$ cat config.mk
export PLATFORM = sky130hd
export DESIGN_NAME = mux4_rr_arbiter_flat
export DESIGN_NICKNAME = d
export VERILOG_FILES = /design/src/rtl/mux4_rr_arbiter_if.sv /design/src/rtl/mux4_rr_arbiter.sv /design/src/flat_wrapper.sv
export SDC_FILE = /design/constraint.sdc
export NUM_CORES = 1
export LEC_CHECK = 0
export ABC_AREA = 1
export BUFFER_PORTS_ARGS = -buffer_cell sky130_fd_sc_hd__buf_2
export CAP_MARGIN = 20
export CORE_ASPECT_RATIO = 1.25
export CORE_MARGIN = 2
export CORE_UTILIZATION = 30
export DETAILED_ROUTE_END_ITERATION = 6
export MAX_ROUTING_LAYER = met4
export RECOVER_POWER = 50
export SKIP_CTS_REPAIR_TIMING = 1
export SYNTH_ARGS = -nofsm -noshare
export SYNTH_HDL_FRONTEND = slang
export SYNTH_SLANG_ARGS = --single-unit
$ cat constraint.sdc
create_clock -name clk -period 1.6 [get_ports clk]
set_input_delay 0.16 -clock clk [delete_from_list [all_inputs] [get_ports clk]]
set_output_delay 0.16 -clock clk [all_outputs]
set_load 0.01 [all_outputs]
$ cat src/rtl/mux4_rr_arbiter_if.sv
// Shared-channel bundle for mux4_rr_arbiter: four requester lanes in, one muxed lane out.
// master = requesters/consumer side, slave = the arbiter.
interface mux4_rr_arbiter_if #(
  parameter int WIDTH = 8
);
  logic [3:0]       req;
  logic [3:0]       last;
  logic [WIDTH-1:0] din0;
  logic [WIDTH-1:0] din1;
  logic [WIDTH-1:0] din2;
  logic [WIDTH-1:0] din3;
  logic             y_ready;
  logic [WIDTH-1:0] y;
  logic             y_valid;
  logic [1:0]       sel;
  logic [3:0]       gnt;
  logic [3:0]       ack;

  modport master (
    output req, last, din0, din1, din2, din3, y_ready,
    input  y, y_valid, sel, gnt, ack
  );

  modport slave (
    input  req, last, din0, din1, din2, din3, y_ready,
    output y, y_valid, sel, gnt, ack
  );
endinterface

$ cat src/rtl/mux4_rr_arbiter.sv
// Round-robin 4:1 channel arbiter with registered grant/select and a combinational data mux.
// Optional per-grant beat limit enabled by defining MUX4_ARB_BURST_LIMIT_EN.
module mux4_rr_arbiter #(
  parameter int WIDTH     = 8,
  parameter int MAX_BURST = 4
) (
  input logic              clk,
  input logic              rst,
  mux4_rr_arbiter_if.slave bus
);

  typedef enum logic {IDLE, BUSY} state_t;

  if (MAX_BURST < 1) begin : g_bad_max_burst
    $error("mux4_rr_arbiter: MAX_BURST must be at least 1");
  end

  state_t           state_q, state_d;
  logic [1:0]       sel_q, sel_d;
  logic [3:0]       gnt_q, gnt_d;
  logic [1:0]       ptr_q, ptr_d;
  logic [WIDTH-1:0] y_mux;
  logic             busy;
  logic             y_vld;
  logic             xfer;
  logic             limit_hit;
  logic             release_gnt;
  logic [2:0]       pick_ptr;
  logic [2:0]       pick_sel;

  // Returns {found, index}; lowest offset from start wins.
  function automatic logic [2:0] pick(input logic [3:0] r, input logic [1:0] start);
    logic [1:0] idx;
    pick = 3'b000;
    for (int i = 3; i >= 0; i--) begin
      idx = start + i[1:0];
      if (r[idx]) pick = {1'b1, idx};
    end
  endfunction

  always_comb begin
    y_mux = '0;
    case (sel_q)
      2'd0:    y_mux = bus.din0;
      2'd1:    y_mux = bus.din1;
      2'd2:    y_mux = bus.din2;
      default: y_mux = bus.din3;
    endcase
  end

  assign busy        = (state_q == BUSY);
  assign y_vld       = busy & bus.req[sel_q];
  assign xfer        = y_vld & bus.y_ready;
  assign bus.y       = busy ? y_mux : '0;
  assign bus.y_valid = y_vld;
  assign bus.sel     = sel_q;
  assign bus.gnt     = gnt_q;
  assign bus.ack     = gnt_q & {4{xfer}};

  assign pick_ptr = pick(bus.req, ptr_q + 2'd1);
  assign pick_sel = pick(bus.req, sel_q + 2'd1);

`ifdef MUX4_ARB_BURST_LIMIT_EN
  localparam int CW = $clog2(MAX_BURST + 1);
  logic [CW-1:0] cnt_q, cnt_d;

  assign limit_hit = xfer && ((cnt_q + 1'b1) == CW'(MAX_BURST));

  always_ff @(posedge clk or posedge rst) begin
    if (rst) cnt_q <= '0;
    else     cnt_q <= cnt_d;
  end

  // Counter clears whenever a grant is (re)issued or dropped.
  always_comb begin
    cnt_d = cnt_q;
    if (state_q == IDLE || release_gnt) cnt_d = '0;
    else if (xfer)                      cnt_d = cnt_q + 1'b1;
  end
`else
  assign limit_hit = 1'b0;
`endif

  assign release_gnt = busy & ((xfer & bus.last[sel_q]) | ~bus.req[sel_q] | limit_hit);

  always_ff @(posedge clk or posedge rst) begin
    if (rst) begin
      state_q <= IDLE;
      sel_q   <= 2'd0;
      gnt_q   <= 4'b0000;
      ptr_q   <= 2'd3;
    end else begin
      state_q <= state_d;
      sel_q   <= sel_d;
      gnt_q   <= gnt_d;
      ptr_q   <= ptr_d;
    end
  end

  // Releasing requester is searched last, so it only re-wins when alone.
  always_comb begin
    state_d = state_q;
    sel_d   = sel_q;
    gnt_d   = gnt_q;
    ptr_d   = ptr_q;
    case (state_q)
      IDLE: begin
        if (pick_ptr[2]) begin
          state_d = BUSY;
          sel_d   = pick_ptr[1:0];
          gnt_d   = 4'b0001 << pick_ptr[1:0];
          ptr_d   = pick_ptr[1:0];
        end
      end
      default: begin
        if (release_gnt) begin
          if (pick_sel[2]) begin
            sel_d = pick_sel[1:0];
            gnt_d = 4'b0001 << pick_sel[1:0];
            ptr_d = pick_sel[1:0];
          end else begin
            state_d = IDLE;
            gnt_d   = 4'b0000;
          end
        end
      end
    endcase
  end

endmodule

$ cat src/flat_wrapper.sv
// flat-port wrapper written by rule: the top's interface ports become plain ports
module mux4_rr_arbiter_flat 
#(
  parameter int WIDTH     = 8,
  parameter int MAX_BURST = 4
)
  (clk, rst, bus_req, bus_last, bus_din0, bus_din1, bus_din2, bus_din3, bus_y_ready, bus_y, bus_y_valid, bus_sel, bus_gnt, bus_ack);
  mux4_rr_arbiter_if #(.WIDTH(WIDTH)) bus_i ();
  input logic clk;
  input logic rst;
  input wire logic [$bits(bus_i.req)-1:0] bus_req;
  input wire logic [$bits(bus_i.last)-1:0] bus_last;
  input wire logic [$bits(bus_i.din0)-1:0] bus_din0;
  input wire logic [$bits(bus_i.din1)-1:0] bus_din1;
  input wire logic [$bits(bus_i.din2)-1:0] bus_din2;
  input wire logic [$bits(bus_i.din3)-1:0] bus_din3;
  input wire logic [$bits(bus_i.y_ready)-1:0] bus_y_ready;
  output wire logic [$bits(bus_i.y)-1:0] bus_y;
  output wire logic [$bits(bus_i.y_valid)-1:0] bus_y_valid;
  output wire logic [$bits(bus_i.sel)-1:0] bus_sel;
  output wire logic [$bits(bus_i.gnt)-1:0] bus_gnt;
  output wire logic [$bits(bus_i.ack)-1:0] bus_ack;
  assign bus_i.req = bus_req;
  assign bus_i.last = bus_last;
  assign bus_i.din0 = bus_din0;
  assign bus_i.din1 = bus_din1;
  assign bus_i.din2 = bus_din2;
  assign bus_i.din3 = bus_din3;
  assign bus_i.y_ready = bus_y_ready;
  assign bus_y = bus_i.y;
  assign bus_y_valid = bus_i.y_valid;
  assign bus_sel = bus_i.sel;
  assign bus_gnt = bus_i.gnt;
  assign bus_ack = bus_i.ack;
  mux4_rr_arbiter #(.WIDTH(WIDTH), .MAX_BURST(MAX_BURST)) u_core (.clk(clk), .rst(rst), .bus(bus_i));
endmodule
## Word-level counts from Yosys, hierarchy flattened

Cells that the tools add are included.

- Logic and storage cells: 80
- Bits in registers: 9
- Output and inout port bits: 19
- Input port bits: 43

- Equal/unequal tests: 4
- Muxes and demuxes: 42
- Add/subtract/negate cells: 8
- Order comparisons: 9
- Shifts and indexed selects: 2
- Bitwise operators: 7
- Reductions and logical operators: 4

Operators by type and width:

| operator | number |
|---|---|
| 2-bit by 3-bit < comparator with 1-bit output (second input constant) | 9 |
| 3-bit two-way mux | 8 |
| 8-bit one-hot mux with 3 select lines | 1 |
| 1-bit binary-select mux with 2-bit select | 10 |
| 4-bit two-way mux | 4 |
| 1-bit two-way mux | 14 |
| 2-bit by 1-bit adder with 2-bit output (second input constant) | 4 |
| 2-bit adder (second input constant) | 4 |
| 2-bit two-way mux | 4 |
| 8-bit two-way mux | 1 |
| 1-bit by 2-bit << shifter with 4-bit output (first input constant) | 2 |
| 1-bit bitwise AND | 4 |
| 4-bit bitwise AND | 1 |
| 2-bit != test (second input constant) | 2 |
| 3-bit AND reduction | 1 |
| 2-bit by 1-bit equality test with 1-bit output (second input constant) | 1 |
| 2-bit equality test (second input constant) | 1 |
| 2-bit zero test | 1 |
| 2-bit AND reduction | 1 |
| 2-bit nonzero test | 1 |
| 1-bit inverter | 1 |
| 1-bit OR | 1 |

## Depth between registers and ports, before layout

- Depth in word-level cells: 12
- Gate-level depth with buffers: 16
- Gate-level depth less buffers: 15

## Worst setup path after synthesis

No wires, ideal clock.

- Path type: register to register
- Start point: reg u_core.sel_q[0] (netlist: u_core.bus.sel[0])
- End point: reg u_core.sel_q[0] (netlist: u_core.bus.sel[0])
- Slack: -0.246 ns
- Buffers on the path: 0
- Arrival time: 1.722 ns
- Clock period less this slack: 1.846 ns
- Required time: 1.476 ns
- Stages on the path, launching flop included: 13
- Library setup time: 0.124 ns
- Path through: dfrtp_1 -> inv_2 -> ha_1 -> inv_1 -> nand2_1 -> nand2_1 -> nand2_1 -> nand3_1 -> nand2_1 -> nand2_1 -> nand2_1 -> o211ai_2 -> nand2_1

- Cells in the longest elaborated chain, start to end: 11

Ends and longest elaborated chain:

| what | line | source |
|---|---|---|
| start: declaration | mux4_rr_arbiter.sv:19 | `logic [1:0] sel_q, sel_d;` |
| start signal: assignment | mux4_rr_arbiter.sv:94 | `sel_q <= sel_d;` |
| 2-bit by 1-bit adder with 2-bit output | mux4_rr_arbiter.sv:61 | `assign pick_sel = pick(bus.req, sel_q + 2'd1);` |
| 2-bit adder | mux4_rr_arbiter.sv:36 | `idx = start + i[1:0];` |
| 1-bit binary-select mux with 2-bit select | mux4_rr_arbiter.sv:37 | `if (r[idx]) pick = {1'b1, idx};` |
| 1-bit two-way mux (implied by the code) | mux4_rr_arbiter.sv:37 |  |
| 3-bit two-way mux (4 in a row) | mux4_rr_arbiter.sv:37 |  |
| 2-bit two-way mux | mux4_rr_arbiter.sv:117 | `if (pick_sel[2]) begin` |
| 2-bit two-way mux | mux4_rr_arbiter.sv:116 | `if (release_gnt) begin` |
| 2-bit two-way mux | mux4_rr_arbiter.sv:106 | `case (state_q)` |

Several ways; a longest one is shown, not always the timed one. The select of a mux whose other input is x is not followed.
A chain may end at the register's enable or synchronous reset.

## Worst setup path in the final report

- Start point: reg u_core.sel_q[0] (netlist: u_core.bus.sel[0])
- End point: reg u_core.sel_q[1] (netlist: u_core.bus.sel[1])

Same word-level chain as after synthesis.

==> results.toml <==
[sta]
slew_headroom = 0.769
tightest_slew_ns = 0.346
fin_ws_ns = -0.188
period_share = 1.12
setup_viol = 21
hold_viol_final = 0
skew_ns = 0.00147
tns_ns = -2.91
grt_setup_unrepaired = "true"
hold_ws_ns = 0.430
report.final.slew_viol_count = 0
min_period_ns = 1.79
fmax_mhz = 559

[power_and_ir_drop]
clockPowerShare = 0.057
power.leakage_nw = 1.07
vdd_drop_max_mv = 0.911
pwr-share-seq = 0.101
p_switching_mw = 2.35
p_sw_frac = 0.517
combPwrFrac = 0.842
intPower_mw = 2.20
power_mw = 4.55
power_density_nw_per_um2 = 2370

[floorplan]
ioPinCount = 62
start_util = 0.313
coreArea_um2 = 3780
die_x_um = 60.2
die-height_um = 74.2
dieArea_um2 = 4470
std_cell_rows = 25

[detailed_routing]
vias = 1638
dr.pass1.iters = 4
via_per_inst = 4.65
drc_errors = 0
ant_nets = 0
wire_per_inst_um = 10.8
wl_um = 3810
drt_iter0_drc = 56

[clock_tree]
cts_buffers = 3
clock_path_buffers = 2
cts_htree_levels = 1
clk_latency_ns = 0.23
clkSlewWorstSetupHoldPaths_ns = 0.04
cts_tree = "yes"
cts_root_buf = "clkbuf_8"
clock-sinks = 9

[final_layout]
antenna_cells = 0
utilization = 0.507
postLayoutCellArea_um2 = 1920
area_growth_pct = 62.2
instances_no_fill = 352
drive_gt1_frac = 0.456
nNetsFinal = 346

[worst_setup_path]
cp_max_fo = 4
cp-start-kind = "flop"
reg2reg_slack_ns = -0.19
worstPathArrival_ns = 1.90
timing.critical_path.required_ns = 1.71
reg2regPathDepth = 10
r2r_end = "u_core.bus.sel[1]"
crit_type = "reg2reg"
worstSetupEndpointType = "flop"
regToRegStartpoint = "u_core.bus.sel[0]"

[global_route]
track_usage = 0.165
antenna_found_initial = 0
grt_overflow_total = 0
grt_pass1_wl_um = 5470
grt_max_degree = 16
first_global_vias = 1425

[synth]
syn_nets = 260
ys.warnings.count = 0
syn_area_um2 = 1180
ys_seq_area_frac = 0.192
synthCells = 213
synth_cell_types = 29
ys_seq_elements = 9
syn_area_per_cell_um2 = 5.56

[placement]
dpl_cell_area_um2 = 1700
io_buffers = 61
hpwl_um = 2960
place_inst = 341
pre_cts_slack_ns = -0.176
gp_congestion = 0.767

[outcome]
outcome = "complete, but fails checks"
violations = "negative setup slack"

[min_path]
hold_path.class = "in2async"

[flow_run]
maxCapViolations = 0
-- flip-flops by register name, summed over array words and instances, names as in the netlist --
signal          cells
u_core.bus.sel      2
u_core.bus.gnt      4
u_core.ptr_q        2
u_core.busy         1
-- cells in the final DEF (no fill, tap or decap), types with 2 or more instances in the layout --
master	netlist	final
buf_2	0	61
nand2_2	3	18
dfrtp_2	0	2
o21ai_4	1	3
nor2_1	11	10
buf_6	1	3
dfstp_2	2	2
nand3_2	1	3
dfrtp_1	7	5
a31oi_1	8	8
nand2_1	92	77
nor2_2	1	2
inv_2	1	5
a21oi_1	10	9
buf_4	1	22
ha_4	0	2
clkbuf_8	0	3
o21ai_0	11	10
inv_1	25	20
o21ai_1	4	5
nand3_1	15	12
-- cell usage after synthesis (all sizes together) --
| library cell | number | share of area |
|---|---|---|
| a21oi | 11 | 0.050 |
| a31oi | 8 | 0.042 |
| buf | 5 | 0.025 |
| clkbuf | 2 | 0.0063 |
| clkinv | 1 | 0.0032 |
| dfrtp | 7 | 0.15 |
| dfstp | 2 | 0.044 |
| ha | 4 | 0.042 |
| inv | 27 | 0.088 |
| nand2 | 95 | 0.31 |
| nand3 | 16 | 0.072 |
| nand3b | 1 | 0.0063 |
| nand4 | 1 | 0.0053 |
| nor2 | 13 | 0.050 |
| o211ai | 1 | 0.011 |
| o21ai | 18 | 0.092 |
| xnor2 | 1 | 0.0074 |
-- how the worst max path moves through the flow --
stage | depth (start not counted) | start | slack (ns) | endpoint
global route | 10 | u_core.bus.sel[0] | -0.28 | u_core.bus.sel[1]
CTS | 8 | u_core.bus.sel[0] | -0.34 | bus_ack[0]
floorplan | 12 | u_core.bus.sel[0] | -0.01 | u_core.bus.sel[0]
global placement | 13 | u_core.ptr_q[0] | -0.13 | u_core.bus.gnt[3]
finish | 10 | u_core.bus.sel[0] | -0.19 | u_core.bus.sel[1]
detailed placement | 11 | u_core.bus.sel[0] | -0.18 | u_core.bus.sel[0]
-- cells by family (layout without fill, tap and decap cells) --
family / Yosys count / count (layout) / synth area share
adder cells (fa/ha/maj): 4 / 4 / 0.0423
AND/OR/NAND/NOR: 126 / 126 / 0.441
AO/OA/AOI/OAI: 38 / 38 / 0.195
XOR/XNOR: 1 / 1 / 0.00740
buffers and inverters: 35 / 120 / 0.123
flip-flops: 9 / 9 / 0.192
-- routing by layer --
layer,track usage,vias up,share of wire
met5,-,-,0
met4,0.0593,0,0.015
met3,0.0191,9,0.077
met2,0.325,81,0.51
met1,0.159,704,0.40
li1,-,844,-
-- power groups by stage --
stage / sequential, mW / clock (mW) / combinational [mW]
final: 0.459 / 0.261 / 3.83
after global routing: 0.471 / 0.282 / 4.28
after CTS: 0.497 / 0.268 / 3.31
after detailed placement: 0.497 / 0 / 3.30
after global placement: 0.497 / 0 / 3.28
after floorplan: 0.496 / 0 / 2.24
-- worst max-delay path: stages, from the launching register on --
cell and delay [ns]:
dfrtp_2 0.42, buf_6 0.15, buf_4 0.13, nand2_2 0.06, o21ai_4 0.07, nor2_2 0.19, nand3_4 0.13, o21ai_4 0.24
nor2_4 0.07, nand3b_1 0.12, o21ai_1 0.08
-- area by class of cell --
class / instances / area, um2
fill: 402 / 1870
multi-input combinational: 169 / 935
timing repair buffer: 88 / 529
sequential: 9 / 230
inverter: 28 / 113
tap: 54 / 67.6
clock buffer: 4 / 45.0
(Power assumes the default switching activity.)
